==> src/rtl/instr_pkg.sv <==
// Shared ISA definitions for the single-cycle MIPS core: opcodes, instruction kinds,
// loader FSM states and the field bundle handed to the word encoder.
package instr_pkg;

    // Opcode values are shared with the main-control decoder; keep them in sync.
    localparam logic [5:0] OP_RTYPE = 6'b000000;
    localparam logic [5:0] OP_LW    = 6'b100011;
    localparam logic [5:0] OP_SW    = 6'b101011;
    localparam logic [5:0] OP_BEQ   = 6'b000100;
    localparam logic [5:0] OP_BNE   = 6'b000101;
    localparam logic [5:0] OP_J     = 6'b000010;
    localparam logic [5:0] OP_LUI   = 6'b001111;
    localparam logic [5:0] OP_ORI   = 6'b001101;

    typedef enum logic [2:0] {
        KIND_R   = 3'd0,
        KIND_LW  = 3'd1,
        KIND_SW  = 3'd2,
        KIND_BEQ = 3'd3,
        KIND_J   = 3'd4,
        KIND_LUI = 3'd5,
        KIND_ORI = 3'd6,
        KIND_BNE = 3'd7
    } kind_e;

    typedef enum logic [1:0] {
        ST_IDLE = 2'd0,
        ST_LOAD = 2'd1,
        ST_DONE = 2'd2
    } state_e;

    typedef struct packed {
        logic [4:0]  rs;
        logic [4:0]  rt;
        logic [4:0]  rd;
        logic [4:0]  shamt;
        logic [5:0]  funct;
        logic [15:0] imm;
        logic [25:0] target;
    } instr_fields_t;

endpackage

==> src/rtl/instr_word_encode.sv <==
// Combinational field-to-word encoder; illegal kinds produce a NOP and raise illegal.
// Optional build macro ISA_BNE_EN: when defined, kind 7 encodes BNE instead of being illegal.
module instr_word_encode
    import instr_pkg::*;
(
    input  logic [2:0]    kind,
    input  instr_fields_t fields,
    output logic [31:0]   word,
    output logic          illegal
);

    always_comb begin
        // NOTE: every output gets a default first so no path through the case infers a latch.
        word    = 32'h0000_0000;
        illegal = 1'b0;
        case (kind_e'(kind))
            KIND_R:   word = {OP_RTYPE, fields.rs, fields.rt, fields.rd, fields.shamt, fields.funct};
            KIND_LW:  word = {OP_LW,  fields.rs, fields.rt, fields.imm};
            KIND_SW:  word = {OP_SW,  fields.rs, fields.rt, fields.imm};
            KIND_BEQ: word = {OP_BEQ, fields.rs, fields.rt, fields.imm};
            KIND_J:   word = {OP_J,   fields.target};
            KIND_LUI: word = {OP_LUI, 5'd0, fields.rt, fields.imm};
            KIND_ORI: word = {OP_ORI, fields.rs, fields.rt, fields.imm};
`ifdef ISA_BNE_EN
            KIND_BNE: word = {OP_BNE, fields.rs, fields.rt, fields.imm};
`else
            KIND_BNE: illegal = 1'b1;
`endif
            default:  illegal = 1'b1;
        endcase
    end

endmodule

==> src/rtl/instr_stream_encoder.sv <==
// Streams field-level instructions into instruction memory, one registered write per accept.
// Optional build macro ISA_BNE_EN selects whether kind 7 encodes BNE (see instr_word_encode).
module instr_stream_encoder
    import instr_pkg::*;
#(
    parameter int ADDR_W    = 8,
    parameter int BASE_ADDR = 0
) (
    input  logic              clk,
    input  logic              rstn,
    input  logic              start,
    input  logic              in_valid,
    output logic              in_ready,
    input  logic [2:0]        in_kind,
    input  logic [4:0]        in_rs,
    input  logic [4:0]        in_rt,
    input  logic [4:0]        in_rd,
    input  logic [4:0]        in_shamt,
    input  logic [5:0]        in_funct,
    input  logic [15:0]       in_imm,
    input  logic [25:0]       in_target,
    input  logic              in_last,
    output logic              imem_we,
    output logic [ADDR_W-1:0] imem_addr,
    output logic [31:0]       imem_wdata,
    output logic              busy,
    output logic              done,
    output logic              overflow,
    output logic              kind_err,
    output logic [ADDR_W:0]   count
);

    localparam logic [ADDR_W-1:0] BASE      = ADDR_W'(BASE_ADDR);
    localparam logic [ADDR_W-1:0] LAST_ADDR = '1;

    state_e            state;
    state_e            state_nxt;
    logic [ADDR_W-1:0] ptr;
    logic              accept;
    logic              at_end;
    instr_fields_t     fields;
    logic [31:0]       enc_word;
    logic              enc_illegal;

    assign fields = '{rs: in_rs, rt: in_rt, rd: in_rd, shamt: in_shamt,
                      funct: in_funct, imm: in_imm, target: in_target};

    instr_word_encode u_encode (
        .kind    (in_kind),
        .fields  (fields),
        .word    (enc_word),
        .illegal (enc_illegal)
    );

    assign in_ready = (state == ST_LOAD);
    assign busy     = (state == ST_LOAD);
    assign done     = (state == ST_DONE);
    // start wins over a simultaneous accept: the beat is dropped even though in_ready is high.
    assign accept   = in_valid & in_ready & ~start;
    assign at_end   = (ptr == LAST_ADDR);

    always_ff @(posedge clk or negedge rstn) begin
        if (!rstn) begin
            state <= ST_IDLE;
        end else begin
            state <= state_nxt;
        end
    end

    always_comb begin
        state_nxt = state;
        if (start) begin
            state_nxt = ST_LOAD;
        end else if (accept && (in_last || at_end)) begin
            state_nxt = ST_DONE;
        end
    end

    // NOTE: sequential state uses non-blocking assignments so every register samples pre-edge values.
    always_ff @(posedge clk or negedge rstn) begin
        if (!rstn) begin
            ptr        <= '0;
            count      <= '0;
            overflow   <= 1'b0;
            kind_err   <= 1'b0;
            imem_we    <= 1'b0;
            imem_addr  <= '0;
            imem_wdata <= '0;
        end else begin
            imem_we <= accept;
            if (start) begin
                ptr      <= BASE;
                count    <= '0;
                overflow <= 1'b0;
                kind_err <= 1'b0;
            end else if (accept) begin
                imem_addr  <= ptr;
                imem_wdata <= enc_word;
                count      <= count + (ADDR_W + 1)'(1);
                // The pointer parks on the top word rather than wrapping to 0.
                if (!at_end) begin
                    ptr <= ptr + ADDR_W'(1);
                end
                if (at_end && !in_last) begin
                    overflow <= 1'b1;
                end
                if (enc_illegal) begin
                    kind_err <= 1'b1;
                end
            end
        end
    end

endmodule

==> config.mk <==
export PLATFORM = sky130hd
export DESIGN_NAME = instr_stream_encoder
export DESIGN_NICKNAME = d
export VERILOG_FILES = /design/src/rtl/instr_pkg.sv /design/src/rtl/instr_word_encode.sv /design/src/rtl/instr_stream_encoder.sv
export SDC_FILE = /design/constraint.sdc
export NUM_CORES = 1
export LEC_CHECK = 0
export CAP_MARGIN = 20
export CORE_UTILIZATION = 25
export DETAILED_ROUTE_END_ITERATION = 6
export PLACE_DENSITY = 0.63
export SLEW_MARGIN = 20
export SYNTH_ARGS = -nofsm -noshare
export SYNTH_HDL_FRONTEND = slang
export SYNTH_SLANG_ARGS = --single-unit
==> constraint.sdc <==
create_clock -name clk -period 2 [get_ports clk]
set_clock_uncertainty 0.1 [all_clocks]
set_input_delay 0.4 -clock clk [delete_from_list [all_inputs] [get_ports clk]]
set_output_delay 0.4 -clock clk [all_outputs]
set_load 0.03 [all_outputs]
After elaboration in Yosys (flattened, before gate mapping)
Index checks and enable logic that the tools add are counted.
Widths: inputs -> output; s select.
{"block": "totals", "regBits": 62, "input_bits": 76, "output_inout_bits": 55, "elab_cells": 52}
{"block": "classes", "add_sub_neg": 2, "eq_ne": 11, "mux": 15, "bitwise_logic": 3, "reduce_logical": 13}
{"operator": "$pmux 32 s7", "count": 1}
{"operator": "$mux 8", "count": 3}
{"operator": "$mux 9", "count": 2}
{"operator": "$eq 3x3->1 const B", "count": 4}
{"operator": "$add 9x1->9 const B", "count": 1}
{"operator": "$add 8x1->8 const B", "count": 1}
{"operator": "$eq 8x8->1 const B", "count": 1}
{"operator": "$reduce_and 2->1", "count": 4}
{"operator": "$reduce_bool 2->1", "count": 4}
{"operator": "$mux 1", "count": 7}
{"operator": "$eq 3x2->1 const B", "count": 2}
{"operator": "$mux 2", "count": 2}
{"operator": "$eq 3x1->1 const B", "count": 1}
{"operator": "$logic_not 3->1", "count": 1}
{"operator": "$and 1x1->1", "count": 2}
{"operator": "$eq 2x1->1 const B", "count": 1}
{"operator": "$eq 2x2->1 const B", "count": 1}
{"operator": "$logic_and 1x1->1", "count": 2}
{"operator": "$ne 2x2->1 const B", "count": 1}
{"operator": "$logic_not 1->1", "count": 1}
{"operator": "$logic_or 1x1->1", "count": 1}
{"operator": "$not 1->1", "count": 1}

Logic depth before layout (Yosys ltp)
Gate-level depths: netlist (run 1).
{"block": "depth", "depth_word": 6, "depth_mapped": 7}

By module
A second synthesis (run 1) with hierarchy kept.
{"block": "unflattened", "hier_cells": 295, "hier_area_um2": 3417.0}
{"mod": "instr_stream_encoder", "n_inst": 1, "cells_each": 191, "area_each_um2": 2758.9, "seq_area_each_um2": 1551.5}
{"mod": "instr_word_encode", "n_inst": 1, "cells_each": 104, "area_each_um2": 658.1, "seq_area_each_um2": 0.0}

Worst setup path before layout (run 1)
No wires, ideal clock.
{"block": "synth_path", "path_kind": "in2reg", "startpoint": "input in_kind[2]", "endpoint": "register imem_wdata[13]", "setup_time_ns": 0.126, "arrival_time_ns": 1.486, "required_ns": 1.774, "setup_slack_ns": 0.289, "stages": 5, "cell_sequence": "buf_2 -> clkbuf_1 -> mux2_2 -> a221oi_1 -> nor2_1"}
{"block": "synth_via", "elab_chain_cells": 2, "elab_cells_between_ends": 8, "cone_classes": "eq/ne: 6; mux: 1; reduce/logical: 1"}
{"item": "from (decl)", "line_no": "instr_stream_encoder.sv:14", "source": "input logic [2:0] in_kind,"}
{"item": "$eq 3x3->1, or another cell as far along", "line_no": "instr_word_encode.sv:16", "source": "case (kind_e'(kind))"}
{"item": "$pmux 32 s7 (*)", "line_no": "instr_word_encode.sv:16"}
{"item": "to (signal assigned)", "line_no": "instr_stream_encoder.sv:98", "source": "imem_wdata <= enc_word;"}
{"item": "to (decl)", "line_no": "instr_stream_encoder.sv:25", "source": "output logic [31:0] imem_wdata,"}
Every way passes the cells marked *; elsewhere a longest branch is shown, timed or not.
A chain may end at the register's enable or synchronous reset.

Worst setup path after layout (run 1)
{"block": "layout_path", "startpoint": "register count[5]", "endpoint": "output count[5]"}
{"item": "from (decl)", "line_no": "instr_stream_encoder.sv:30", "source": "output logic [ADDR_W:0] count"}
{"item": "from (signal assigned)", "line_no": "instr_stream_encoder.sv:99", "source": "count <= count + (ADDR_W + 1)'(1);"}
No word-level cell between the ends.

==> results of run 1 <==
-- metrics by stage --
stage | setup WS, ps | instance area (um^2) | hold WS [ps]
2_1_floorplan | 289 | 2990 | 4.41
3_3_place_gp | -292 | 4560 | 334
5_1_grt | -8.71 | 4910 | 412
6_report | 61.7 | 4910 | 377
3_5_place_dp | -415 | 4560 | 342
4_1_cts | 39.8 | 4880 | 383
-- final cells by class --
cell class / instances / area share
Clock buffer: 9 / 0.0458
Tap cell: 143 / 0.0364
Inverter: 7 / 0.00535
Timing Repair Buffer: 151 / 0.303
Clock inverter: 6 / 0.0181
Multi-Input combinational cell: 223 / 0.281
Sequential cell: 61 / 0.311
-- state kept, by name (all words and copies together), names as in the netlist --
signal and flops:
kind_err 1, overflow 1, count 9, imem_wdata 31, state 2, imem_we 1
ptr 8, imem_addr 8
-- layer usage --
metal | GRT usage | wire length (um)
met1 | 0.170 | 3800
met2 | 0.250 | 4300
met3 | 0.0425 | 571
met4 | 0.0414 | 92
met5 | 0 | 0
-- Yosys cell counts (all sizes together) --
library cell	count	area (um^2)
nand2b	1	6.26
a31oi	1	6.26
ha	6	75.1
buf	13	75.1
nor2b	2	12.5
or4	1	7.51
a221oi	16	140
o21ai	23	123
xnor2	4	35.0
nor2	50	190
nand3b	1	7.51
and2	1	6.26
a21o	1	7.51
a21oi	8	40.0
inv	7	26.3
nand2	48	180
mux2i	1	10.0
nor3	5	25.0
nand4b	1	8.76
and3	1	6.26
and3b	1	8.76
a22oi	10	75.1
o211ai	2	28.8
xor2	6	52.6
or3	4	25.0
o21bai	1	7.51
nor4	1	6.26
mux2	16	180
conb	1	3.75
clkbuf	6	22.5
a211oi	1	7.51
nand3	3	15.0
o31ai	2	15.0
dfrtp	61	1530
nand4	4	31.3
-- repair_timing --
action	CTS	global route
gates resized for setup	4	6
setup endpoints to repair	14	7
hold endpoints to repair	3	0
buffers inserted	0	0
hold buffers	1	0
pin swaps	0	1
-- worst max-delay path by stage --
stage / end / from / slack [ps]
2_1_floorplan: imem_wdata[13] / in_kind[2] / 290
3_3_place_gp: imem_wdata[18] / in_kind[0] / -290
3_5_place_dp: imem_wdata[20] / in_kind[0] / -410
4_1_cts: busy / state[0] / 40
5_1_grt: imem_wdata[18] / in_kind[0] / -9
6_report: count[5] / count[5] / 60
-- cell families after synthesis --
family,after synthesis,synth area share
other cells,1,0.00125
fa+ha+maj,6,0.0251
mux,17,0.0635
flops,61,0.510
buf+inv,26,0.0414
compound gates,65,0.150
simple gates,124,0.179
xor+xnor,10,0.0293
-- power by group through the flow --
stage / combinational (mW) / sequential (mW) / clock, mW
floorplan: 0.298 / 1.77 / 0
global placement: 1.16 / 1.49 / 0
detailed placement: 1.17 / 1.50 / 0
CTS: 1.17 / 1.47 / 1.69
global route: 1.25 / 1.49 / 1.75
finish: 1.17 / 1.47 / 1.64
==> implementation parameters, run 1 <==
Parameter                              Value

Hold path
  Kind of path behind the tightest hold check ... flop to flop
  Hold path cells ... 2
  Origin of the worst min-delay path ... imem_wdata[26]
  Endpoint with the worst hold slack ... imem_wdata[26]

Power
  Clock network fraction of design power ... 0.383
  Share of total power consumed by net switching ... 0.297
  Portion of total power attributed to combinational logic ... 0.274
  Worst IR drop on VDD ... 0.308 mV
  Power per cell area ... 872 mW/mm^2
  Internal power component ... 3.01 mW
  LEAKAGE ... 2.08 nW
  Final Total Pwr ... 4.28 mW
  Flop pwr share ... 0.344
  Net Switching ... 1.27 mW

Placed design
  Post-DP HPWL ... 6450 um
  Final weighted congestion in routability-driven placement ... 0.748
  Count of buffers from port buffering ... 129
  Count of placed standard cells including taps ... 584

Synth
  Average footprint of a synthesized cell ... 9.66 um^2
  Count of mapped cells out of synthesis ... 310
  Net Count, Synth ... 392
  Yosys warnings ... 0
  Synth Register Bits ... 61
  Unique cell type count in the Yosys netlist ... 45
  Portion of the post-synthesis area used by sequential elements ... 0.510
  Synthesized cell area ... 0.00299 mm^2

Route
  Number of DRC violations after detailed routing ... 16
  Wirelength, routed ... 8760 um
  Remaining antenna violation count after routing ... 0
  Average wire length per cell after detail routing ... 14.6 um
  Via count ... 2,797
  1st-pass router iterations ... 6
  DRT iter0 DRCs ... 134
  Post-detailed-route via-to-cell ratio ... 4.66

Clock tree
  Clock transition at the registers of the reported paths ... 50 ps
  Sinks on the clock net ... 61
  Clock tree buffer depth ... 2
  Number of H-tree branching levels ... 3
  Cell at the root of the clock tree ... sky130_fd_sc_hd__clkbuf_16
  Clock tree from TritonCTS ... built
  Worst-skew pair later-pin latency ... 320 ps
  Number of buffers inserted during clock tree synthesis ... 9

Cells and area
  Area of the multi-input gates ... 0.00138 mm^2
  Sequential Area ... 0.00153 mm^2
  Final standard cell count with taps included and fillers excluded ... 600
  Number of nets in the layout ... 535
  Most common cell after layout, fill and taps aside ... sky130_fd_sc_hd__clkdlybuf4s50_1
  Count of inserted antenna diode cells ... 0
  Growth of design area from synthesis to finish ... 64.1%
  Commonest cells after routing, fill and taps aside ... sky130_fd_sc_hd__clkdlybuf4s50_1, sky130_fd_sc_hd__dfrtp_1, sky130_fd_sc_hd__nor2_1
  Final Core Density ... 0.425
  Share of cells above drive strength 1 ... 0.142
  Number of inserted filler cells in the final layout ... 1,154

Die
  Row count ... 39
  Number of placed I/O pins ... 131
  Width of the die ... 111 um
  Area enclosed by the die boundary ... 0.0124 mm^2
  Vert. Die Dim ... 111 um
  Core ar. ... 0.0116 mm^2
  Starting density of the core ... 0.259

Global routing
  Antenna violations before repair ... 0
  Number of global-route vias before repair ... 2,879
  First-pass GRT wire length ... 14,000 um
  Maximum number of pins on one net before global-route repair ... 62
  Total overflow reported by the global router ... 0
  GRT Util Overall ... 0.143

Worst setup path
  WP data required ... 1500 ps
  Worst R2R Path Depth ... 5
  Category of cells accounting for the largest share of critical-path delay ... buffers and inverters
  CP endpoint kind ... primary output
  WP data arrival ... 1440 ps
  Worst path depth ... 1
  Delay of the slowest cell on the worst path ... 700 ps
  Critical setup path kind ... flop to primary output
  Cell with the largest stage delay on the worst path ... sky130_fd_sc_hd__clkdlybuf4s50_1
  Type of origin of the critical path ... flop
  R2R setup slack ... 340 ps
  Worst flop-to-flop path startpoint ... ptr[0]
  Critical Path, Cell by Cell ... clkdlybuf4s50_1
  Capturing point of the worst reg2reg path ... ptr[1]
  Number of buffers and inverters on the critical path ... 1
  Critical-path maximum fanout ... 5

Outcome
  Violated checks ... DRC
  Run status ... finished, violations left

Timing
  RSZ-0062 raised after global routing ... yes
  Total negative setup slack ... 0 ps
  Max-slew headroom ... 0.619
  Final count of pins violating max slew ... 0
  Transition time at the pin with the least slew margin ... 570 ps
  Post-route fraction of the period consumed by the critical path ... 0.969
  Time the final worst path needs with I/O delays and setup ... 1940 ps
  Final hold violations ... 0
  Maximum achievable frequency ... 0.516 GHz
  Setup violators final ... 0

Job
  Max-cap check violation count ... 0
(Power assumes the default switching activity.)
==> run 2: changes to the inputs <==
- PLACE_DENSITY: 0.63 -> not set
- PLACE_DENSITY_LB_ADDON: not set -> 0.3
==> implementation parameters, run 2 (synthesis results as in run 1) <==
Parameter                              Value

Cells and area
  Largest register by flop count ... imem_wdata
  Sequential Area ... 0.00153 mm^2
  Commonest cells after routing, fill and taps aside ... sky130_fd_sc_hd__clkdlybuf4s50_1, sky130_fd_sc_hd__dfrtp_1, sky130_fd_sc_hd__nor2_1
  Max reg flops ... 31
  Area of the multi-input gates ... 0.00138 mm^2
  Number of nets in the layout ... 549
  Most common cell after layout, fill and taps aside ... sky130_fd_sc_hd__clkdlybuf4s50_1
  Count of inserted antenna diode cells ... 0
  Growth of design area from synthesis to finish ... 66.8%
  Final Core Density ... 0.432
  Share of cells above drive strength 1 ... 0.172
  Final standard cell count with taps included and fillers excluded ... 615
  Number of inserted filler cells in the final layout ... 1,139
  Largest registers ... imem_wdata: 31 flops, count: 9 flops

Hold path
  Origin of the worst min-delay path ... imem_addr[3]
  Endpoint with the worst hold slack ... imem_addr[3]
  Kind of path behind the tightest hold check ... flop to flop
  Hold path cells ... 2

Timing
  Transition time at the pin with the least slew margin ... 581 ps
  Final hold violations ... 0
  Time the final worst path needs with I/O delays and setup ... 1950 ps
  Max-slew headroom ... 0.613
  Maximum achievable frequency ... 0.512 GHz
  Worst hold margin ... 378 ps
  Final count of pins violating max slew ... 0
  RSZ-0062 raised after global routing ... no
  Setup violators final ... 0
  Post-route fraction of the period consumed by the critical path ... 0.976
  Total negative setup slack ... 0 ps

Route
  Number of DRC violations after detailed routing ... 14
  Remaining antenna violation count after routing ... 0
  DRT iter0 DRCs ... 121
  Via count ... 2,850
  Post-detailed-route via-to-cell ratio ... 4.63
  Average wire length per cell after detail routing ... 14.5 um
  1st-pass router iterations ... 6
  Wirelength, routed ... 8910 um

Worst setup path
  Delay of the slowest cell on the worst path ... 710 ps
  Critical-path maximum fanout ... 4
  Worst flop-to-flop path startpoint ... ptr[0]
  R2R setup slack ... 330 ps
  Category of cells accounting for the largest share of critical-path delay ... buffers and inverters
  Type of origin of the critical path ... flop
  Critical setup path kind ... flop to primary output
  Number of buffers and inverters on the critical path ... 1
  Critical Path, Cell by Cell ... clkdlybuf4s50_1
  Cell with the largest stage delay on the worst path ... sky130_fd_sc_hd__clkdlybuf4s50_1
  WP data required ... 1500 ps
  Capturing point of the worst reg2reg path ... ptr[1]
  WP data arrival ... 1450 ps
  Worst R2R Path Depth ... 5
  CP endpoint kind ... primary output

Global routing
  First-pass GRT wire length ... 14,700 um
  Maximum number of pins on one net before global-route repair ... 35
  GRT Util Overall ... 0.150
  Total overflow reported by the global router ... 0
  Number of global-route vias before repair ... 2,908
  Antenna violations before repair ... 0

Clock tree
  Clock tree buffer depth ... 2
  Worst-skew pair later-pin latency ... 320 ps
  Number of H-tree branching levels ... 3
  Clock tree from TritonCTS ... built
  Cell at the root of the clock tree ... sky130_fd_sc_hd__clkbuf_16
  Clock transition at the registers of the reported paths ... 50 ps
  Sinks on the clock net ... 61
  Number of buffers inserted during clock tree synthesis ... 9

Die
  Vert. Die Dim ... 111 um
  Area enclosed by the die boundary ... 0.0124 mm^2
  Core ar. ... 0.0116 mm^2
  Row count ... 39
  Width of the die ... 111 um
  Starting density of the core ... 0.259
  Number of placed I/O pins ... 131

Outcome
  Run status ... finished, violations left
  Violated checks ... DRC

Placed design
  Count of placed standard cells including taps ... 598
  Count of buffers from port buffering ... 129
  Post-DP HPWL ... 6680 um
  Final weighted congestion in routability-driven placement ... 0.772

Power
  Final Total Pwr ... 4.21 mW
  LEAKAGE ... 2.17 nW
  Worst IR drop on VDD ... 0.298 mV
  Power per cell area ... 843 mW/mm^2

Job
  Max-cap check violation count ... 0
[run 2: cell count changes in the layout (fill, tap and decap cells not counted), sizes merged]
cell and change:
buf +13, dlygate4sd2 +1, bufinv -1, dlymetal6s2s +2
clkdlybuf4s15 -1, clkdlybuf4s50 -1, clkinvlp -1, clkbuf +3
[run 2: cell type report]
cell class | count | area share
Clock buffer | 12 | 0.0493
Timing Repair Buffer | 165 | 0.317
Inverter | 7 | 0.00526
Sequential cell | 61 | 0.306
Clock inverter | 4 | 0.00952
Multi-Input combinational cell | 223 | 0.277
Tap cell | 143 | 0.0358
[run 2: where the power goes]
group | switching [mW] | total (mW) | leakage [nW] | internal [mW]
sequential | 0.0890 | 1.47 | 0.788 | 1.38
clock | 0.554 | 1.55 | 0.143 | 0.994
combinational | 0.631 | 1.19 | 1.24 | 0.560
total | 1.27 | 4.21 | 2.17 | 2.94
[run 2: how the worst max path moves through the flow]
stage | from | end | slack [ps] | cells past startpoint
floorplan | in_kind[2] | imem_wdata[13] | 290 | 5
finish | count[4] | count[4] | 50 | 1
detailed placement | in_kind[0] | imem_wdata[11] | -240 | 8
global route | count[4] | count[4] | 0.1 | 1
CTS | count[2] | count[2] | 5 | 1
global placement | in_kind[0] | imem_wdata[17] | -180 | 7
[run 2: metrics by stage]
step	area (um^2)	setup WS, ps
after CTS	4950	5.36
after detailed placement	4650	-244
after global placement	4650	-179
final	4990	47.1
after floorplan	2990	289
after global routing	4990	0.136
[run 2: metal layers]
| layer | vias up | part of all wire | global-route usage |
|---|---|---|---|
| li1 | 1394 | - | - |
| met1 | 1353 | 0.44 | 0.192 |
| met2 | 90 | 0.47 | 0.245 |
| met3 | 13 | 0.066 | 0.0338 |
| met4 | 0 | 0.017 | 0.0586 |
| met5 | - | 0 | 0 |
[run 2: timing repair]
action,in CTS,in global routing
gates resized for setup,3,10
hold buffers,1,0
buffers inserted,0,0
endpoints found under the setup margin,3,15
hold endpoints to repair,20,0
